==> config.mk <==
export PLATFORM = sky130hd
export DESIGN_NAME = dcache_writeline_resp
export DESIGN_NICKNAME = d
export VERILOG_FILES = /design/src/rtl/dcache_writeline_resp.sv
export SDC_FILE = /design/constraint.sdc
export NUM_CORES = 1
export LEC_CHECK = 0
export CAP_MARGIN = 15
export CORE_ASPECT_RATIO = 1.25
export CORE_MARGIN = 4
export CORE_UTILIZATION = 49
export CTS_BUF_LIST = sky130_fd_sc_hd__clkbuf_4
export DETAILED_ROUTE_END_ITERATION = 16
export GPL_ROUTABILITY_DRIVEN = 1
export PLACE_DENSITY = 0.84
export SLEW_MARGIN = 20
export SYNTH_ARGS = -nofsm -noshare
export SYNTH_HDL_FRONTEND = slang
export SYNTH_SLANG_ARGS = --single-unit
export TNS_END_PERCENT = 1
==> constraint.sdc <==
create_clock -name clk -period 2.4 [get_ports clk]
set_input_delay 0.72 -clock clk [delete_from_list [all_inputs] [get_ports clk]]
set_output_delay 0.72 -clock clk [all_outputs]
set_load 0.05 [all_outputs]
==> src/rtl/dcache_writeline_resp.sv <==
// Writes one 128-bit cache line to an Avalon-MM slave as a 4-beat, 32-bit burst.
// A level-held request is latched in IDLE, and the line is then replayed from those latched copies.
module dcache_writeline_resp (
  input  logic         clk,
  input  logic         rst_n,
  input  logic         writeline_do,
  input  logic [31:0]  writeline_address,
  input  logic [127:0] writeline_line,
  output logic         writeline_done,
  output logic [29:0]  avm_address,
  output logic [31:0]  avm_writedata,
  output logic [3:0]   avm_byteenable,
  output logic [2:0]   avm_burstcount,
  output logic         avm_write,
  input  logic         avm_waitrequest,
  output logic         busy
);

  // state | meaning
  // IDLE  | waiting for writeline_do; latches address/line when it is seen
  // WRITE | issuing the 4-beat burst from the latched copies
  typedef enum logic {
    IDLE  = 1'b0,
    WRITE = 1'b1
  } state_t;

  state_t        state_q, state_d;
  logic [1:0]    beat_q, beat_d;
  logic [27:0]   addr_q, addr_d;
  logic [127:0]  line_q, line_d;
  logic [31:0]   beat_word;

  // Byte offset within the line is implied by the beat index, so the low nibble is dropped.
  logic unused_addr_lsb;
  assign unused_addr_lsb = ^writeline_address[3:0];

  always_comb begin
    case (beat_q)
      2'd0:    beat_word = line_q[31:0];
      2'd1:    beat_word = line_q[63:32];
      2'd2:    beat_word = line_q[95:64];
      default: beat_word = line_q[127:96];
    endcase
  end

  always_comb begin
    state_d        = state_q;
    beat_d         = beat_q;
    addr_d         = addr_q;
    line_d         = line_q;
    writeline_done = 1'b0;
    avm_write      = 1'b0;
    avm_address    = '0;
    avm_writedata  = '0;
    avm_burstcount = '0;
    avm_byteenable = '0;
    busy           = 1'b0;

    case (state_q)
      IDLE: begin
        if (writeline_do) begin
          addr_d  = writeline_address[31:4];
          line_d  = writeline_line;
          beat_d  = 2'd0;
          state_d = WRITE;
        end
      end
      WRITE: begin
        busy           = 1'b1;
        avm_write      = 1'b1;
        avm_address    = {addr_q, 2'b00};
        avm_burstcount = 3'd4;
        avm_byteenable = 4'hF;
        avm_writedata  = beat_word;
        // The counter wraps 3 -> 0 only on the final accepted beat, which is also the exit.
        if (!avm_waitrequest) begin
          beat_d = beat_q + 2'd1;
          if (beat_q == 2'd3) begin
            writeline_done = 1'b1;
            state_d        = IDLE;
          end
        end
      end
      default: state_d = IDLE;
    endcase
  end

  always_ff @(posedge clk or negedge rst_n) begin
    if (!rst_n) begin
      state_q <= IDLE;
      beat_q  <= 2'd0;
      addr_q  <= '0;
      line_q  <= '0;
    end else begin
      state_q <= state_d;
      beat_q  <= beat_d;
      addr_q  <= addr_d;
      line_q  <= line_d;
    end
  end

endmodule

---- Word-level counts from Yosys, hierarchy flattened ----
Cells that the tools add are included.
word-level totals
  register bits after elaboration ......... 159
  bits of input ports ..................... 164
  output and inout bits ................... 72
  word-level logic and storage cells ...... 30
operators by class
  $add $sub $neg .......................... 1
  equality and inequality tests ........... 5
  mux-type cells .......................... 16
  bitwise gates (word level) .............. 1
  reduce and logical (&&, ||, !) cells .... 3
operator list
  operator             count
  $pmux 32 s3          1
  $mux 32              1
  $mux 30              1
  $mux 1               7
  $eq 2x2->1 const B   2
  $mux 2               2
  $mux 4               1
  $ne 2x2->1 const B   2
  $pmux 2 s2           1
  $reduce_and 2->1     2
  $mux 3               1
  $add 2x1->2 const B  1
  $eq 2x1->1 const B   1
  $logic_not 2->1      1
  $pmux 1 s2           1
  $not 1->1            1

---- Longest topological paths before layout ----
  word-level depth ........................ 4
  gate-level depth with buffers ........... 5
  gate-level depth less buffers ........... 4

---- Worst setup path after synthesis ----
No wires, ideal clock.
  path kind ............................... reg-to-output
  from .................................... register state_q
  to ...................................... output avm_writedata[23]
  arrival time ............................ 2.553 ns
  required time ........................... 1.680 ns
  path slack .............................. -0.873 ns
  stages on the path, launching flop included .. 4
  buffers on the path ..................... 1
  cells stage by stage .................... dfrtp_1 > clkinv_1 > buf_2 > a221oi_1
between the ends
  cells in the longest elaborated chain, start to end .. 1
RTL lines
  what                    RTL line  text
  start, declared         27        state_t state_q, state_d;
  start signal, assigned  95        state_q <= state_d;
  $mux 32                 59        case (state_q)
  end, declared           11        output logic [31:0] avm_writedata,
No other way between the ends.

---- Final worst setup path ----
  from .................................... register beat_q[0]
  to ...................................... output avm_writedata[23]
between the ends
  cells in the longest elaborated chain, start to end .. 3
  elaborated cells between the ends (all ways) .. 5
  classes of those cells .................. eq/ne: 2; mux: 2; reduce/logical: 1
RTL lines
  what                                      RTL line  text
  start, declared                           28        logic [1:0] beat_q, beat_d;
  start signal, assigned                    96        beat_q <= beat_d;
  $eq 2x2->1, or another cell as far along  38        case (beat_q)
  $pmux 32 s3 (*)                           38
  $mux 32 (*)                               59
Every way passes the cells marked *; elsewhere a longest branch is shown, timed or not.

==> metrics <==
Die H 149 um; Psw 9.24 mW; RSZ-0062 raised after global routing yes; design area 12200 um2; Clock Skew 0.0133 ns; R2R Path Start state_q; Crit Path Class flip-flop to primary output; Worst Path Max Fanout 14; critical path depth 6; Max Freq 0.344 GHz; nets@finish 949; via count 5450; Core Footprint 15600 um2; Final Hold Fails 0; setup violators final 32; CTS tree done; worst-path cell chain buf_12, ha_4, buf_12, a21oi_1, a221oi_4, buf_12; final period utilization 121%; slowest cell delay on critical path 0.45 ns; most common cell after layout, fill and taps aside clkdlybuf4s50_1; combinational fraction of design power 70.4%; failing checks negative setup slack; Sink Count 159; HPWL Detailed 15.8 mm; drt drc 0; GRT Total Usage 25.1%; Die ar. 17900 um2; CTS Buf Count 17; worst reg2reg path depth 5; GPL Wtd Cong 0.885; final cell count without fillers 1009; final setup TNS -14.30 ns; pin count of the biggest net entering global routing 54; Switching Fraction 42.7%; CP most frequent cell buf_12; IO Port Bufs 227; maximum clock path buffer count 2; grt total ovfl 0; Ports 236; number of global-route vias before repair 6394; P_int 12.4 mW; synthesized netlist cell count 539; most frequent cells in the layout 158 x clkdlybuf4s50_1, 156 x dfrtp_1, 140 x mux2_4; PwrDens 1770 nW/um2; peak supply drop 1.13 mV; Clk pwr share 6.7%; register area share after synthesis 51.4%; Avg WL per Cell 22.1 um; PnR worst setup slack -0.504 ns; CP bufs+invs 3; clock-pin slew on the worst setup and hold paths 0.13 ns; Setup crit end kind primary output; Synthesis Warnings 0; minimum clock period 2.90 ns; proportion of layout cells with a drive suffix above 1 45.1%; Post-Syn Area 7740 um2; hold crit path type primary input to asynchronous set/reset pin; hold_buf cts 0; Unique masters post-synth 24; row cnt 51; Routed WL 22.3 mm; Initial Util 49.7%; first-pass GRT wire length 34.6 mm; status finished with violations; antenna violations before repair 6; max cap viols 0; capture point of the worst reg-to-reg path line_q[13]; H-tree level count 4; Final Util 78.6%; post-route total power 21.6 mW; LEAKAGE 5.23 nW; Routed Antenna Nets 0; clock latency on the worst-skew pair 0.53 ns; Worst EP required 1.68 ns; Reg2Reg Setup Slack 0.72 ns; crit path max-delay cell type dfrtp_2; DR iter-0 viols 292; placed insts 968; vias per inst 5.40; crit path DAT 2.18 ns; CP top delay family buffers and inverters; P&R area growth vs syn 58.2%; syn_area_per_cell 14.4 um2; first drt pass iteration count 4; Filler Cell Count 895; chip width 120 um; Slew Viols, Final 0; CP Launch Type flip-flop; root buffer selected by CTS clkbuf_4; sequential share of power 22.9%; placed cell area 11700 um2; synthesized flop and latch total 159
## registers in the layout, summed over array words and instances, names as in the netlist
signal and count:
state_q 1, beat_q 2, line_q 128, addr_q 28
## stage by stage
stage	setup slack, ns	hold WS (ns)
after floorplan	-0.129	0.424
after global placement	0.0964	0.483
after detailed placement	0.0268	0.488
after CTS	-0.554	0.0765
after global routing	-0.607	0.0776
final	-0.504	0.0996
## cell type report
cell class / instances / area (um2) / share of cell area (%)
Sequential cell: 159 / 3980 / 32.5
Multi-Input combinational cell: 299 / 3980 / 32.5
Timing Repair Buffer: 268 / 3620 / 29.6
Tap cell: 212 / 265 / 2.17
Inverter: 35 / 135 / 1.10
Clock buffer: 17 / 128 / 1.04
Clock inverter: 15 / 121 / 0.991
Antenna cell: 4 / 10.0 / 0.0818
## cell usage after synthesis
master    number  area, um2
a21oi_1       32        160
a221oi_1      32        280
a22oi_1       32        240
and2_1        28        175
buf_1          4       15.0
buf_2          8       40.0
buf_4         10       75.1
buf_6         16        180
clkbuf_1      11       41.3
clkinv_1       1       3.75
conb_1         1       3.75
dfrtp_1      159       3980
ha_1           5       62.6
inv_1         34        128
mux2_2        16        180
mux2_4       140       2100
mux2i_1        1       10.0
nand2_1        1       3.75
nand2b_1       2       12.5
nor2_1         1       3.75
nor2b_4        1       13.8
o22a_1         1       8.76
o22ai_1        2       12.5
xor2_1         1       8.76
## per-layer routing
| metal | wire length, um | track usage (%) |
|---|---|---|
| met2 | 11900 | 43.3 |
| met3 | 1280 | 6.66 |
| met4 | 854 | 12.4 |
| met5 | 27 | 0 |
| met1 | 8260 | 28.7 |
## worst reg2reg max path, cell delays in order, from the launching register on
cell     delay [ns]
dfrtp_2        0.45
buf_12         0.18
nor2b_4        0.23
buf_12         0.19
buf_12         0.19
mux2_4         0.33
## power by group through the flow
stage                     Combinational [mW]  Clock, mW  Sequential [mW]
after floorplan                         9.00          0             4.65
final                                   15.2       1.45             4.96
after global routing                    15.8       1.62             5.11
after detailed placement                14.7          0             4.92
after global placement                  14.5          0             4.80
after CTS                               15.1       1.50             4.89
## worst max path at each step
stage / startpoint / endpoint / slack (ns)
final: beat_q[0] / avm_writedata[23] / -0.50
after global routing: beat_q[0] / avm_writedata[30] / -0.61
after CTS: beat_q[0] / avm_writedata[11] / -0.55
after detailed placement: beat_q[0] / avm_writedata[23] / 0.03
after global placement: beat_q[0] / avm_writedata[30] / 0.1
after floorplan: beat_q[0] / avm_writedata[23] / -0.13
## kinds of logic after synthesis
| group | Yosys count | synth area share [%] |
|---|---|---|
| buffers and inverters | 84 | 6.24 |
| and+or+nand+nor | 33 | 2.70 |
| muxes | 157 | 29.6 |
| other | 1 | 0.0485 |
| AOI/OAI and AO/OA | 99 | 9.07 |
| adders and majority gates | 5 | 0.808 |
| xor gates and xnor gates | 1 | 0.113 |
| DFF | 159 | 51.4 |
## timing repair
action                                  4_1_cts  5_1_grt
endpoints found under the setup margin       67       41
gates resized for setup                      21       27
cloned                                        3        1
pin swaps                                     3       16
setup buffers                                 1        0
(Power assumes the default switching activity.)
